$ cat config.mk
export PLATFORM = sky130hd
export DESIGN_NAME = vexp_seq
export DESIGN_NICKNAME = d
export VERILOG_FILES = /design/src/rtl/vector_pkg.sv /design/src/rtl/vexp_lat_pipe.sv /design/src/rtl/vexp_seq.sv
export SDC_FILE = /design/constraint.sdc
export NUM_CORES = 1
export LEC_CHECK = 0
export ABC_CLOCK_PERIOD_IN_PS = 6760
export BUFFER_PORTS_ARGS = -buffer_cell sky130_fd_sc_hd__buf_4
export CORE_UTILIZATION = 35
export CTS_BUF_LIST = sky130_fd_sc_hd__clkbuf_8
export CTS_CLUSTER_DIAMETER = 150
export DETAILED_ROUTE_END_ITERATION = 10
export GPL_TIMING_DRIVEN = 0
export PLACE_DENSITY = 0.6
export REMOVE_ABC_BUFFERS = 1
export SLEW_MARGIN = 20
export SYNTH_ARGS = -nofsm -noshare
export SYNTH_HDL_FRONTEND = slang
export SYNTH_SLANG_ARGS = --single-unit
$ cat constraint.sdc
create_clock -name CLK -period 6.76 [get_ports CLK]
set_input_delay 1.352 -clock CLK [delete_from_list [all_inputs] [get_ports CLK]]
set_output_delay 1.352 -clock CLK [all_outputs]
set_load 0.02 [all_outputs]
$ cat src/rtl/vector_pkg.sv
// vector_pkg: shared fp16 vector types, vexp sequencer states and the flush-to-zero helper.
package vector_pkg;
   typedef logic [15:0] fp16_t;
   typedef enum logic [1:0] {IDLE, ISSUE, DRAIN, DONE} vexp_seq_state_t;
   localparam int VEXP_SEQ_MAX_LAT = 8;
   function automatic fp16_t ftz(input fp16_t x);
      return (x[14:10] == 5'd0 && x[9:0] != 10'd0) ? {x[15], 15'd0} : x;
   endfunction
endpackage

$ cat src/rtl/vexp_lat_pipe.sv
// vexp_lat_pipe: DEPTH-deep valid-tag shift register with async clear; DEPTH=0 is a wire.
module vexp_lat_pipe #(
   parameter int DEPTH = 2
) (
   input  logic CLK,
   input  logic nRST,
   input  logic tag_in,
   output logic tag_out
);
   if (DEPTH == 0) begin : g_wire
      logic unused;
      assign unused = CLK ^ nRST;
      assign tag_out = tag_in;
   end else begin : g_sr
      logic [DEPTH-1:0] sr;
      always_ff @(posedge CLK or negedge nRST)
         if (!nRST) sr <= '0;
         else sr <= DEPTH'({sr, tag_in});
      assign tag_out = sr[DEPTH-1];
   end
endmodule

$ cat src/rtl/vexp_seq.sv
// vexp_seq: serialises a fp16 vector through one scalar vexp unit and reassembles the results.
// Define VEXP_SEQ_FTZ_EN to issue subnormal operands as sign-preserving zeros.
module vexp_seq
   import vector_pkg::*;
#(
   parameter int NUM_LANES = 4,
   parameter int EXP_LAT   = 2
) (
   input  logic                   CLK,
   input  logic                   nRST,
   input  logic                   in_valid,
   output logic                   in_ready,
   input  logic [NUM_LANES*16-1:0] in_vec,
   output logic [15:0]            exp_port_a,
   output logic                   exp_enable,
   input  logic [15:0]            exp_out,
   output logic                   out_valid,
   input  logic                   out_ready,
   output logic [NUM_LANES*16-1:0] out_vec,
   output logic                   busy
);
   localparam int CW  = $clog2(NUM_LANES + 1);
   localparam int LAT = (EXP_LAT > VEXP_SEQ_MAX_LAT) ? VEXP_SEQ_MAX_LAT : EXP_LAT;
   localparam logic [CW-1:0] LAST = CW'(NUM_LANES - 1);
   localparam logic [CW-1:0] FULL = CW'(NUM_LANES);

   vexp_seq_state_t state, state_nx;
   fp16_t op [NUM_LANES];
   fp16_t res [NUM_LANES];
   logic [CW-1:0] issue_cnt, cap_cnt;
   logic tag_out, cap_done;
   fp16_t lane, issue_op;

   vexp_lat_pipe #(.DEPTH(LAT)) u_pipe (.CLK, .nRST, .tag_in(exp_enable), .tag_out);

   always_comb begin
      lane = '0;
      for (int i = 0; i < NUM_LANES; i++) if (issue_cnt == CW'(i)) lane = op[i];
   end

`ifdef VEXP_SEQ_FTZ_EN
   assign issue_op = ftz(lane);
`else
   assign issue_op = lane;
`endif

   // counts the capture landing this cycle so DONE is reached without a dead cycle
   assign cap_done = (cap_cnt + CW'(tag_out)) == FULL;
   assign busy = state != IDLE;

   for (genvar k = 0; k < NUM_LANES; k++) begin : g_out
      assign out_vec[16*k +: 16] = res[k];
   end

   always_comb begin
      state_nx = state;
      in_ready = 1'b0;
      exp_enable = 1'b0;
      exp_port_a = '0;
      out_valid = 1'b0;
      case (state)
         IDLE: begin
            in_ready = 1'b1;
            if (in_valid) state_nx = ISSUE;
         end
         ISSUE: begin
            exp_enable = 1'b1;
            exp_port_a = issue_op;
            if (issue_cnt == LAST) state_nx = cap_done ? DONE : DRAIN;
         end
         DRAIN: state_nx = cap_done ? DONE : DRAIN;
         DONE: begin
            out_valid = 1'b1;
            if (out_ready) state_nx = IDLE;
         end
         default: state_nx = IDLE;
      endcase
   end

   always_ff @(posedge CLK or negedge nRST) begin
      if (!nRST) begin
         state <= IDLE;
         issue_cnt <= '0;
         cap_cnt <= '0;
         for (int i = 0; i < NUM_LANES; i++) begin
            op[i] <= '0;
            res[i] <= '0;
         end
      end else begin
         state <= state_nx;
         if (in_ready && in_valid) begin
            issue_cnt <= '0;
            cap_cnt <= '0;
            for (int i = 0; i < NUM_LANES; i++) op[i] <= in_vec[16*i +: 16];
         end else begin
            if (exp_enable && issue_cnt != FULL) issue_cnt <= issue_cnt + CW'(1);
            if (tag_out && cap_cnt != FULL) begin
               cap_cnt <= cap_cnt + CW'(1);
               for (int i = 0; i < NUM_LANES; i++) if (cap_cnt == CW'(i)) res[i] <= exp_out;
            end
         end
      end
   end
endmodule
==> impl_results.md <==
- Status: finished clean
- Worst flop-to-flop path endpoint: out_vec[60]
- CP Launch Point: issue_cnt[2]
- Hold Path End: u_pipe.g_sr.sr[1]
- Initial Utilization: 35.6%
- Leakage: 4.25 nW
- Largest net degree at the start of global routing: 75
- Num rows: 49
- FF/Latch Area: 3450 um^2
- Hold depth: 0
- Post-DP HPWL: 10200 um
- Crit-path cells: inv_1 > ha_2 > or2_1 > a221oi_2 > a211oi_1 > buf_4
- Critical path capture point type: primary output
- Die Span X: 137 um
- Critical path's slowest cell: or2_1
- Top cells by area, synth: dfrtp_1 (54%), nand2_1 (12%), mux2_4 (9.4%)
- CTS tree: done
- Avg Inst Size Synth: 11.2 um^2
- Worst hold start: u_pipe.g_sr.sr[0]
- Critical path's largest stage delay: 0.76 ns
- Fin crit share: 69.3%
- Core ar.: 17900 um^2
- DRT iter0 DRCs: 207
- Commonest non-fill, non-tap cell in the layout: nand2_1
- TritonCTS buffer count: 17
- Max Fanout on Critical Path: 34
- Hold buffer count at CTS: 0
- I/O Buffers: 167
- Startpoint types: flip-flop
- Fillcell total: 1711
- FF+latch count, synth: 138
- Setup_tns: 0 ns
- Sequential-to-total area share from yosys stat: 54.1%
- MaxCap Viol Count: 0
- Dpl cell area: 7730 um^2
- Placed insts: 930
- Area of the die: 18800 um^2
- Fmax: 214 MHz
- R2R Path Start: state[0]
- Antenna fix cells: 0
- Worst VDD drop: 0.255 mV
- Global Route Usage Sum: 17.1%
- Final net count: 819
- Worst rel slew slack: 28.6%
- Multi-input gate area: 2600 um^2
- Area leader, netlist: dfrtp_1
- Hold Crit Class: flip-flop to flip-flop
- Finished Cell Area: 8150 um^2
- Total vias in the final route: 4623
- First-pass GRT wire length: 24300 um
- R2R depth: 5
- Drc violations: 0
- Critical path buffers and inverters: 2
- Die Y: 137 um
- # IOs: 168
- Delay-heaviest family, CP: simple AND/OR/NAND/NOR gates
- Worst EP required: 5.41 ns
- Clock Path Buffers: 2
- Most frequent cells in the layout: nand2_1 (208), buf_4 (166), dfrtp_1 (138), mux2_4 (40), inv_1 (26)
- Reg clk slew, reported paths: 0.07 ns
- Clk root buf: clkbuf_8
- H-tree depth: 4
- Setup Skew: 0.0113 ns
- Setup slack, reg-to-reg: 4.29 ns
- Routed len/inst: 16.3 um
- Pwr Density: 498 nW/um^2
- Fin. Hold Viols: 0
- Total Routed Length: 15600 um
- TritonRoute pass-1 iters: 4
- Synth Instances: 568
- Worst-margin pin slew: 1.07 ns
- Worst-Skew Late Latency: 0.43 ns
- Setup Viol. Count Final: 0
- CP Class: flip-flop to primary output
- Grt total ovfl: 0
- Post_cts resized: 0
- Synth Cell Area: 6380 um^2
- Clock Sinks: 138
- Pins Over Slew Limit: 0
- GP Congestion: 0.750
- YS warnings: 0
- Arr. time, crit path: 3.33 ns
- Distinct cell type count after synthesis: 35
- RSZ-0062 raised after global routing: no
- Vias in the first global route: 4704
- Post-CTS Repair Setup Buffers: 0
- Finished Layout Cells: 961
- Layout cells sized above 1: 38.7%
- Minimum clock period: 4.68 ns
- Share of the synthesized area in the top cell type: 54.1%
- Antenna violations before repair: 0
- DRT antenna net count: 0
- Area Overhead vs Synth: 27.8%
- Drt via density: 4.81
==> worst reg2reg max path, cell delays in order, from the launching register on <==
cell and delay [ns]:
dfrtp_1 0.39, inv_1 0.08, ha_1 0.27, nand2_4 0.62, nand4_4 0.54, mux2_4 0.47
==> final cells by class <==
class	instances	area share (%)
clock buffers	18	3.04
clock inverters	13	2.19
inverters	26	1.23
multi-input cells	369	31.9
flip-flops and latches	138	42.4
well taps	229	3.51
repair buffers	168	15.8
==> report_power, final <==
group / switching [mW] / internal (mW)
Combinational: 0.988 / 0.867
Sequential: 0.258 / 1.23
Clock: 0.314 / 0.407
Total: 1.56 / 2.50
==> flip-flops by register name, indices dropped and copies added, names as in the netlist <==
register and cells:
cap_cnt 3, issue_cnt 3, op 64, out_vec 64, state 2, u_pipe.g_sr.sr 2
==> how the worst max path moves through the flow <==
stage / end / slack [ns] / cells after the start
3_5_place_dp: exp_port_a[10] / 2.50 / 6
6_report: exp_port_a[10] / 2.08 / 6
2_1_floorplan: exp_port_a[15] / 2.87 / 4
3_3_place_gp: exp_port_a[5] / 1.97 / 6
4_1_cts: exp_port_a[10] / 1.99 / 6
5_1_grt: exp_port_a[10] / 1.83 / 6
==> layer usage <==
metal | GRT usage [%] | up-vias | wire length, um
met1 | 22.8 | 2252 | 7380
li1 | - | 2186 | -
met2 | 27.2 | 178 | 7080
met5 | 0 | - | 0
met4 | 5.13 | 0 | 97
met3 | 4.56 | 7 | 1080
==> cells in the mapped netlist <==
library cell	count
nand2_1	208
dfrtp_1	138
mux2_4	40
mux2_2	25
inv_1	24
buf_2	20
a211o_1	15
a211oi_1	15
ha_1	15
a221oi_2	10
buf_6	8
a221oi_1	6
nor2_1	6
nand4_4	4
buf_4	3
clkbuf_1	3
mux2i_1	3
nand2b_1	3
a21boi_0	2
a21oi_1	2
nor2b_1	2
o21ai_0	2
xnor2_1	2
a31oi_1	1
and2_1	1
buf_8	1
inv_2	1
inv_4	1
nand2_4	1
nand3_1	1
o21ai_1	1
o221a_2	1
or2_1	1
or4_1	1
xor2_1	1
==> cells by family after synthesis <==
logic type,after synthesis,share of synthesized area (%)
multiplexers,68,14.3
AND/OR/NAND/NOR,228,15.0
AO/OA/AOI/OAI,55,7.91
adder cells (fa/ha/maj),15,2.94
XOR/XNOR,3,0.412
buffers and inverters,61,5.32
flip-flops,138,54.1
==> per-stage QoR <==
| stage | hold slack (ns) | total power, mW | worst slack (ns) | utilization (%) |
|---|---|---|---|---|
| 2_1_floorplan | 0.331 | 2.64 | 2.87 | - |
| 3_3_place_gp | 0.332 | 3.32 | 1.97 | 42.9 |
| 3_5_place_dp | 0.335 | 3.37 | 2.50 | 43.2 |
| 4_1_cts | 0.353 | 4.12 | 1.99 | 45.5 |
| 5_1_grt | 0.375 | 4.34 | 1.83 | 45.5 |
| 6_report | 0.351 | 4.06 | 2.08 | 45.5 |
No activity file was read; power rests on OpenSTA's default activity.
